`src/rtl/cpu_pkg.sv`:
```
// Shared encodings for the execute stage: ALU operation codes, ALU op classes
// and R-type funct values.
package cpu_pkg;

   typedef enum logic [2:0] {
      ALU_AND = 3'b000,
      ALU_OR  = 3'b001,
      ALU_ADD = 3'b010,
      ALU_SUB = 3'b011,
      ALU_MUL = 3'b100
   } alu_ctrl_e;

   localparam logic [1:0] ALUOP_ADD   = 2'b00;
   localparam logic [1:0] ALUOP_SUB   = 2'b01;
   localparam logic [1:0] ALUOP_RTYPE = 2'b10;
   localparam logic [1:0] ALUOP_OR    = 2'b11;

   localparam logic [5:0] FUNCT_AND = 6'b100100;
   localparam logic [5:0] FUNCT_OR  = 6'b100101;
   localparam logic [5:0] FUNCT_ADD = 6'b100000;
   localparam logic [5:0] FUNCT_SUB = 6'b100010;
   localparam logic [5:0] FUNCT_MUL = 6'b011000;

endpackage

```
`src/rtl/alu_control.sv`:
```
// ALU control decode: maps the op class and R-type funct field to an ALU code.
module alu_control
   import cpu_pkg::*;
(
   input  logic [1:0] aluop_i,
   input  logic [5:0] funct_i,
   output logic [2:0] alu_ctrl_o
);

   alu_ctrl_e ctrl;

   always_comb begin
      ctrl = ALU_ADD;
      case (aluop_i)
         ALUOP_ADD: ctrl = ALU_ADD;
         ALUOP_SUB: ctrl = ALU_SUB;
         ALUOP_OR:  ctrl = ALU_OR;
         default: begin
            // unknown funct codes fall back to add
            case (funct_i)
               FUNCT_AND: ctrl = ALU_AND;
               FUNCT_OR:  ctrl = ALU_OR;
               FUNCT_ADD: ctrl = ALU_ADD;
               FUNCT_SUB: ctrl = ALU_SUB;
               FUNCT_MUL: ctrl = ALU_MUL;
               default:   ctrl = ALU_ADD;
            endcase
         end
      endcase
   end

   assign alu_ctrl_o = ctrl;

endmodule

```
`src/rtl/id_ex_stage.sv`:
```
// ID/EX pipeline register with operand forwarding from EX/MEM and MEM/WB,
// load-use hazard detection and ALU control decode.
module id_ex_stage
   import cpu_pkg::*;
#(
   parameter int DATA_W = 32,
   parameter int REG_AW = 5
) (
   input  logic              clk_i,
   input  logic              rst_i,
   input  logic              stall_i,
   input  logic              flush_i,
   input  logic              id_valid_i,
   input  logic [DATA_W-1:0] id_rs_data_i,
   input  logic [DATA_W-1:0] id_rt_data_i,
   input  logic [DATA_W-1:0] id_imm_i,
   input  logic [REG_AW-1:0] id_rs_i,
   input  logic [REG_AW-1:0] id_rt_i,
   input  logic [REG_AW-1:0] id_rd_i,
   input  logic              id_alusrc_i,
   input  logic              id_regdst_i,
   input  logic              id_regwrite_i,
   input  logic              id_memread_i,
   input  logic              id_memwrite_i,
   input  logic              id_memtoreg_i,
   input  logic [1:0]        id_aluop_i,
   input  logic [5:0]        id_funct_i,
   input  logic              exm_regwrite_i,
   input  logic [REG_AW-1:0] exm_rd_i,
   input  logic [DATA_W-1:0] exm_data_i,
   input  logic              wb_regwrite_i,
   input  logic [REG_AW-1:0] wb_rd_i,
   input  logic [DATA_W-1:0] wb_data_i,
   output logic [DATA_W-1:0] data1_o,
   output logic [DATA_W-1:0] data2_o,
   output logic [2:0]        alu_ctrl_o,
   output logic [DATA_W-1:0] store_data_o,
   output logic [REG_AW-1:0] wr_reg_o,
   output logic              valid_o,
   output logic              regwrite_o,
   output logic              memread_o,
   output logic              memwrite_o,
   output logic              memtoreg_o,
   output logic              load_use_o
);

   typedef struct packed {
      logic              valid;
      logic              regwrite;
      logic              memread;
      logic              memwrite;
      logic              memtoreg;
      logic              alusrc;
      logic              regdst;
      logic [1:0]        aluop;
      logic [5:0]        funct;
      logic [REG_AW-1:0] rs;
      logic [REG_AW-1:0] rt;
      logic [REG_AW-1:0] rd;
      logic [DATA_W-1:0] rs_data;
      logic [DATA_W-1:0] rt_data;
      logic [DATA_W-1:0] imm;
   } ex_reg_t;

   ex_reg_t ex_d, ex_q;

   function automatic logic [DATA_W-1:0] fwd(input logic [REG_AW-1:0] r,
                                             input logic [DATA_W-1:0] reg_val);
      logic [DATA_W-1:0] v;
      v = reg_val;
      if (r != '0 && exm_regwrite_i && exm_rd_i == r)
         v = exm_data_i;
      else if (r != '0 && wb_regwrite_i && wb_rd_i == r)
         v = wb_data_i;
      return v;
   endfunction

   always_comb begin
      load_use_o = ex_q.valid && ex_q.memread && id_valid_i && (ex_q.rt != '0) &&
                   ((ex_q.rt == id_rs_i) || (ex_q.rt == id_rt_i));
   end

   // a bubble clears the whole slot so it can never raise a hazard itself
   always_comb begin
      ex_d = ex_q;
      if (flush_i || load_use_o) begin
         ex_d = '0;
      end else if (!stall_i) begin
         ex_d.valid    = id_valid_i;
         ex_d.regwrite = id_regwrite_i;
         ex_d.memread  = id_memread_i;
         ex_d.memwrite = id_memwrite_i;
         ex_d.memtoreg = id_memtoreg_i;
         ex_d.alusrc   = id_alusrc_i;
         ex_d.regdst   = id_regdst_i;
         ex_d.aluop    = id_aluop_i;
         ex_d.funct    = id_funct_i;
         ex_d.rs       = id_rs_i;
         ex_d.rt       = id_rt_i;
         ex_d.rd       = id_rd_i;
         ex_d.rs_data  = id_rs_data_i;
         ex_d.rt_data  = id_rt_data_i;
         ex_d.imm      = id_imm_i;
      end
   end

   always_ff @(posedge clk_i) begin
      if (rst_i) ex_q <= '0;
      else       ex_q <= ex_d;
   end

   always_comb begin
      data1_o      = fwd(ex_q.rs, ex_q.rs_data);
      store_data_o = fwd(ex_q.rt, ex_q.rt_data);
      data2_o      = ex_q.alusrc ? ex_q.imm : store_data_o;
      wr_reg_o     = ex_q.regdst ? ex_q.rd : ex_q.rt;
   end

   assign valid_o    = ex_q.valid;
   assign regwrite_o = ex_q.regwrite;
   assign memread_o  = ex_q.memread;
   assign memwrite_o = ex_q.memwrite;
   assign memtoreg_o = ex_q.memtoreg;

   alu_control u_alu_control (
      .aluop_i    (ex_q.aluop),
      .funct_i    (ex_q.funct),
      .alu_ctrl_o (alu_ctrl_o)
   );

endmodule

```
`config.mk`:
```
export PLATFORM = sky130hd
export DESIGN_NAME = id_ex_stage
export DESIGN_NICKNAME = d
export VERILOG_FILES = /design/src/rtl/cpu_pkg.sv /design/src/rtl/alu_control.sv /design/src/rtl/id_ex_stage.sv
export SDC_FILE = /design/constraint.sdc
export NUM_CORES = 1
export LEC_CHECK = 0
export ABC_AREA = 1
export CAP_MARGIN = 20
export CORE_MARGIN = 2
export CORE_UTILIZATION = 47
export DETAILED_ROUTE_END_ITERATION = 8
export PLACE_DENSITY_LB_ADDON = 0.3
export SETUP_SLACK_MARGIN = 0.02
export SYNTH_ARGS = -nofsm -noshare
export SYNTH_HDL_FRONTEND = slang
export SYNTH_SLANG_ARGS = --single-unit
```
`constraint.sdc`:
```
create_clock -name clk_i -period 3.7 [get_ports clk_i]
set_input_delay 0.37 -clock clk_i [delete_from_list [all_inputs] [get_ports clk_i]]
set_output_delay 0.37 -clock clk_i [all_outputs]
set_load 0.01 [all_outputs]
```
Yosys cells after proc, flatten, opt, wreduce, memory -nomap -nowiden
Cells that the tools add are included.
Storage, ports and cells
  bits of input ports: 206
  register bits: 126
Operators by class
  multiplexer cells: 8
  equal/unequal tests: 12
  reduce and logical (&&, ||, !) cells: 18
Operator list (number)
  $mux W32: 5
  $eq A5 B5 Y1: 6
  $eq A6 B6 Y1 const B: 3
  $logic_and A1 B1 Y1: 12
  $pmux W3 S4: 1
  $reduce_bool A5 Y1: 2
  $pmux W3 S3: 1
  $eq A6 B5 Y1 const B: 1
  $mux W5: 1
  $eq A2 B1 Y1 const B: 1
  $eq A2 B2 Y1 const B: 1
  $logic_not A2 Y1: 1
  $logic_or A1 B1 Y1: 2
  $reduce_or A2 Y1: 1

Longest topological paths before layout
  word-level depth: 6
  depth in mapped cells: 13

Modules after synthesis
From an unflattened synthesis, not the netlist that was laid out.
Unflattened totals
  cell total of the unflattened synthesis: 1076
  area, all modules: 7923.8 um^2
By module, submodules not included
  id_ex_stage: seq. area each 2522.4 um^2, instances 1, area an instance 7820.0 um^2, cells an instance 1052
  alu_control: seq. area each 0.0 um^2, instances 1, area an instance 103.8 um^2, cells an instance 24

Worst setup path before layout
OpenSTA, ideal clock, no wires.
  path kind: register to output
  from: register ex_q[110] (netlist name)
  to: output data1_o[10]
  setup slack: 1.967 ns
  buffers on the path: 1
  data arrival time: 1.363 ns
  data required time: 3.330 ns
  stages on the path, launching flop included: 7
  cells stage by stage: dfxtp_1 > nor4_1 > nor2_1 > nand2_1 > clkbuf_1 > nand3_1 > nand2_1
On the way
  longest elaborated chain between the ends: 5
  elaborated cells between the ends (all ways): 9
  those cells by class: eq/ne: 2; mux: 2; reduce/logical: 5
RTL lines
  from (decl): RTL line id_ex_stage.sv:65  | ex_reg_t ex_d, ex_q;
  from (signal assigned): RTL line id_ex_stage.sv:108  | if (rst_i) ex_q <= '0;
  from (signal assigned): RTL line id_ex_stage.sv:109  | else ex_q <= ex_d;
  $reduce_bool A5 Y1: RTL line id_ex_stage.sv:71, id_ex_stage.sv:73
  $logic_and A1 B1 Y1 (2 in a row): RTL line id_ex_stage.sv:73  | else if (r != '0 && wb_regwrite_i && wb_rd_i == r)
  $mux W32: RTL line id_ex_stage.sv:73
  $mux W32 (*): RTL line id_ex_stage.sv:71  | if (r != '0 && exm_regwrite_i && exm_rd_i == r)
  to (decl): RTL line id_ex_stage.sv:34  | output logic [DATA_W-1:0] data1_o,
Every way passes the cells marked *; elsewhere a longest branch is shown, timed or not.

Final worst setup path
  from: register ex_q[105] (netlist name)
  to: output store_data_o[1]
On the way
  longest elaborated chain between the ends: 5
  elaborated cells between the ends (all ways): 9
  those cells by class: eq/ne: 2; mux: 2; reduce/logical: 5
RTL lines
  $reduce_bool A5 Y1: RTL line id_ex_stage.sv:71, id_ex_stage.sv:73
  $logic_and A1 B1 Y1 (2 in a row): RTL line id_ex_stage.sv:73
  $mux W32: RTL line id_ex_stage.sv:73
  $mux W32 (*): RTL line id_ex_stage.sv:71
  to (decl): RTL line id_ex_stage.sv:37  | output logic [DATA_W-1:0] store_data_o,
Marks and branches as above.

==> flow_metrics.py <==
metrics = {
    "status": {
        "status": "complete, no violations",
    },
    "final_layout": {
        "syn_to_final_growth_pct": 50.53,
        "drive_gt1_share_pct": 10.59,
        "fin_area_sq_um": 11620,
        "instances_no_fill": 1550,
        "multi_input_area_sq_um": 4607,
        "postLayoutCoreUtil_pct": 72.89,
        "seq_area_sq_um": 2522,
        "fin_nets": 1524,
        "fill_cells": 1263,
    },
    "sta": {
        "fmax_mhz": 315.7,
        "slew_violations": 0,
        "period_share_pct": 85.62,
        "worstMarginPinSlew_ns": 0.6876,
        "relSlewSlack_pct": 54.09,
        "skew_ns": 0.009981,
        "tns_ns": 0,
        "finalSetupViolCount": 0,
        "final.min_clock_period_ns": 3.168,
        "rsz0062_at_grt": "no",
        "finalHoldViolCount": 0,
    },
    "synthesis": {
        "yosys_warnings": 0,
        "ys_seq_area_share_pct": 32.67,
        "synth.area.top_cells": "dfxtp_1, mux2i_1, nand2_1",
        "yosys-top-cells-count": "nand2_1, dfxtp_1, mux2i_1",
        "ys_types": 31,
        "syn_area_per_cell_sq_um": 7.437,
        "async_flop_share_pct": 0,
        "syn_inst": 1038,
        "yosysTopAreaCell": "dfxtp_1",
        "synth-edff-count": 0,
        "ys.flop_type": "dfxtp_1",
        "netlist_area_sq_um": 7720,
        "synthesis.nets": 1244,
        "netlist.area_leader.share_pct": 32.67,
        "synth_most_common_cell": "nand2_1",
        "ys_seq_elements": 126,
    },
    "floorplanning": {
        "start_util_pct": 48.42,
        "dieArea_sq_um": 17470,
        "ios": 316,
        "core_region_area_sq_um": 15940,
        "die_h_um": 132.2,
        "die_w_um": 132.2,
        "placementRows": 46,
    },
    "placed_design": {
        "portBuffers": 315,
        "place_hpwl_um": 20360,
        "place_area_sq_um": 10950,
        "dp_cells": 1515,
        "gp_congestion": 0.9551,
    },
    "cts": {
        "post_cts.repair.setup_buffers": 0,
        "postCtsResizedCells": 0,
        "numCtsBuffers": 17,
        "cts_buffer_depth": 2,
        "insertion_delay_ns": 0.42,
        "cts_max_level": 4,
        "ctsHoldBuffers": 0,
        "cts_tree": "built",
        "path_clk_slew_ns": 0.06,
        "clock-sinks": 126,
        "root_buffer": "clkbuf_16",
    },
    "drt": {
        "dr.pass1.iters": 6,
        "num_vias": 8299,
        "detail-route-antenna-nets": 0,
        "wl_per_cell_um": 18.21,
        "viasPerCell": 5.354,
        "wirelength_um": 28220,
        "post-route-drc-count": 0,
        "drt_iter0_markers": 543,
    },
    "grt": {
        "antenna_found_initial": 3,
        "grt_overflow": 0,
        "grt_usage_pct": 32.19,
        "grt_pass1_vias": 8175,
        "grt_pass1_wl_um": 44440,
        "grt_max_degree": 73,
    },
    "critical_path": {
        "critical_path_arrival_ns": 2.80,
        "cp_slowest_stage_delay_ns": 0.51,
        "crit_chain": "inv_2, nand2_1, nand4_1, nor2_4, buf_4, nand3b_1, and2_1, clkdlybuf4s50_1",
        "path_class": "reg2out",
        "start_kind": "flop",
        "endpoint_kind": "output port",
        "slowest_stage": "clkdlybuf4s50_1",
        "crit_fanout": 32,
        "crit_required_ns": 3.33,
    },
    "power": {
        "intPower_uw": 3052,
        "power.share.switching_pct": 24.35,
        "powerDensity_nw_per_um2": 347.2,
        "power.switching_uw": 982.5,
        "static-leakage-power_uw": 0.005275,
        "power_frac_clock_pct": 46.2,
        "pwr-share-comb_pct": 18.3,
        "fin_total_pwr_uw": 4034,
        "seqPwrFrac_pct": 35.5,
        "peakVddDrop_mv": 0.2896,
    },
    "flow_run": {
        "cap_violations": 0,
    },
    "min_path": {
        "min_path_type": "reg2reg",
    },
}
## power by group through the flow
| stage | clock network (uW) | registers [uW] | logic, uW |
|---|---|---|---|
| finish | 1870 | 1430 | 736 |
| global placement | 0 | 1460 | 722 |
| floorplan | 0 | 1450 | 336 |
| global route | 1940 | 1440 | 788 |
| detailed placement | 0 | 1460 | 728 |
| CTS | 1890 | 1430 | 734 |
## final timing paths
check                               start                      end  slack, ns  cells past startpoint
hold / removal    memtoreg_o$_SDFFE_PP0N_  memtoreg_o$_SDFFE_PP0N_       0.51                      2
setup / recovery   ex_q[105]$_SDFFE_PP0N_          store_data_o[1]       0.53                      8
setup reg to reg   ex_q[101]$_SDFFE_PP0N_     ex_q[1]$_SDFFE_PP0N_       1.64                      8
hold reg to reg   memtoreg_o$_SDFFE_PP0N_  memtoreg_o$_SDFFE_PP0N_       0.51                      2
## cell families after synthesis
family	synth area share (%)
buffers and inverters	7.942
multiplexers	16.08
flip-flops	32.67
XOR/XNOR	1.361
AND/OR/NAND/NOR	40.70
AO/OA/AOI/OAI	1.248
## worst max-delay path, delay by kind of cell (launching register included)
family,cells,cell delay (ns)
AND/OR/NAND/NOR,5,0.84
flip-flops,1,0.48
buffers and inverters,3,1.05
## sequential cells by signal (all words and copies together), names as in the netlist
name	cells
ex_q	121
memread_o	1
memtoreg_o	1
memwrite_o	1
regwrite_o	1
valid_o	1
## through the flow
stage / hold slack (ns) / setup WS (ns)
finish: 0.5085 / 0.5320
global placement: 0.4886 / 0.6203
floorplan: 0.4769 / 1.967
CTS: 0.5121 / 0.5183
detailed placement: 0.4987 / 0.6094
global route: 0.5339 / 0.3542
## layout by cell type, fill, tap and decap left out, types with 2 or more instances in the layout
master / netlist / layout
a21oi_1: 5 / 5
and2_1: 32 / 32
buf_12: 0 / 2
buf_4: 7 / 16
bufinv_16: 0 / 4
clkbuf_16: 0 / 17
clkbuf_8: 0 / 6
clkdlybuf4s50_1: 0 / 314
clkinvlp_4: 0 / 3
dfxtp_1: 126 / 126
diode_2: 0 / 3
inv_1: 53 / 53
inv_2: 10 / 10
mux2i_1: 124 / 124
nand2_1: 236 / 235
nand2_2: 3 / 4
nand3_1: 103 / 103
nand3_2: 31 / 31
nand3b_1: 64 / 64
nand4_1: 6 / 6
nor2_1: 101 / 99
nor2_2: 41 / 40
nor2_4: 2 / 5
nor3_1: 2 / 2
o211ai_1: 3 / 3
o21ai_0: 7 / 7
xnor2_1: 5 / 5
xor2_1: 7 / 7
## routing by layer
metal / GRT usage, % / wire (um) / share of wire (%)
met5: 0 / 0 / 0
met4: 16.79 / 1172 / 4.2
met3: 7.843 / 2331 / 8.3
met2: 53.62 / 13360 / 47
met1: 38.43 / 11360 / 40
## final cells by class
cell class              count  area share, %
diodes                      3        0.06460
clock inverters             8          1.303
flip-flops and latches    126          21.71
repair buffers            333          28.52
multi-input cells         777          39.64
clock buffers              24          4.404
well taps                 216          2.326
inverters                  63          2.035
No activity file was read; power rests on OpenSTA's default activity.
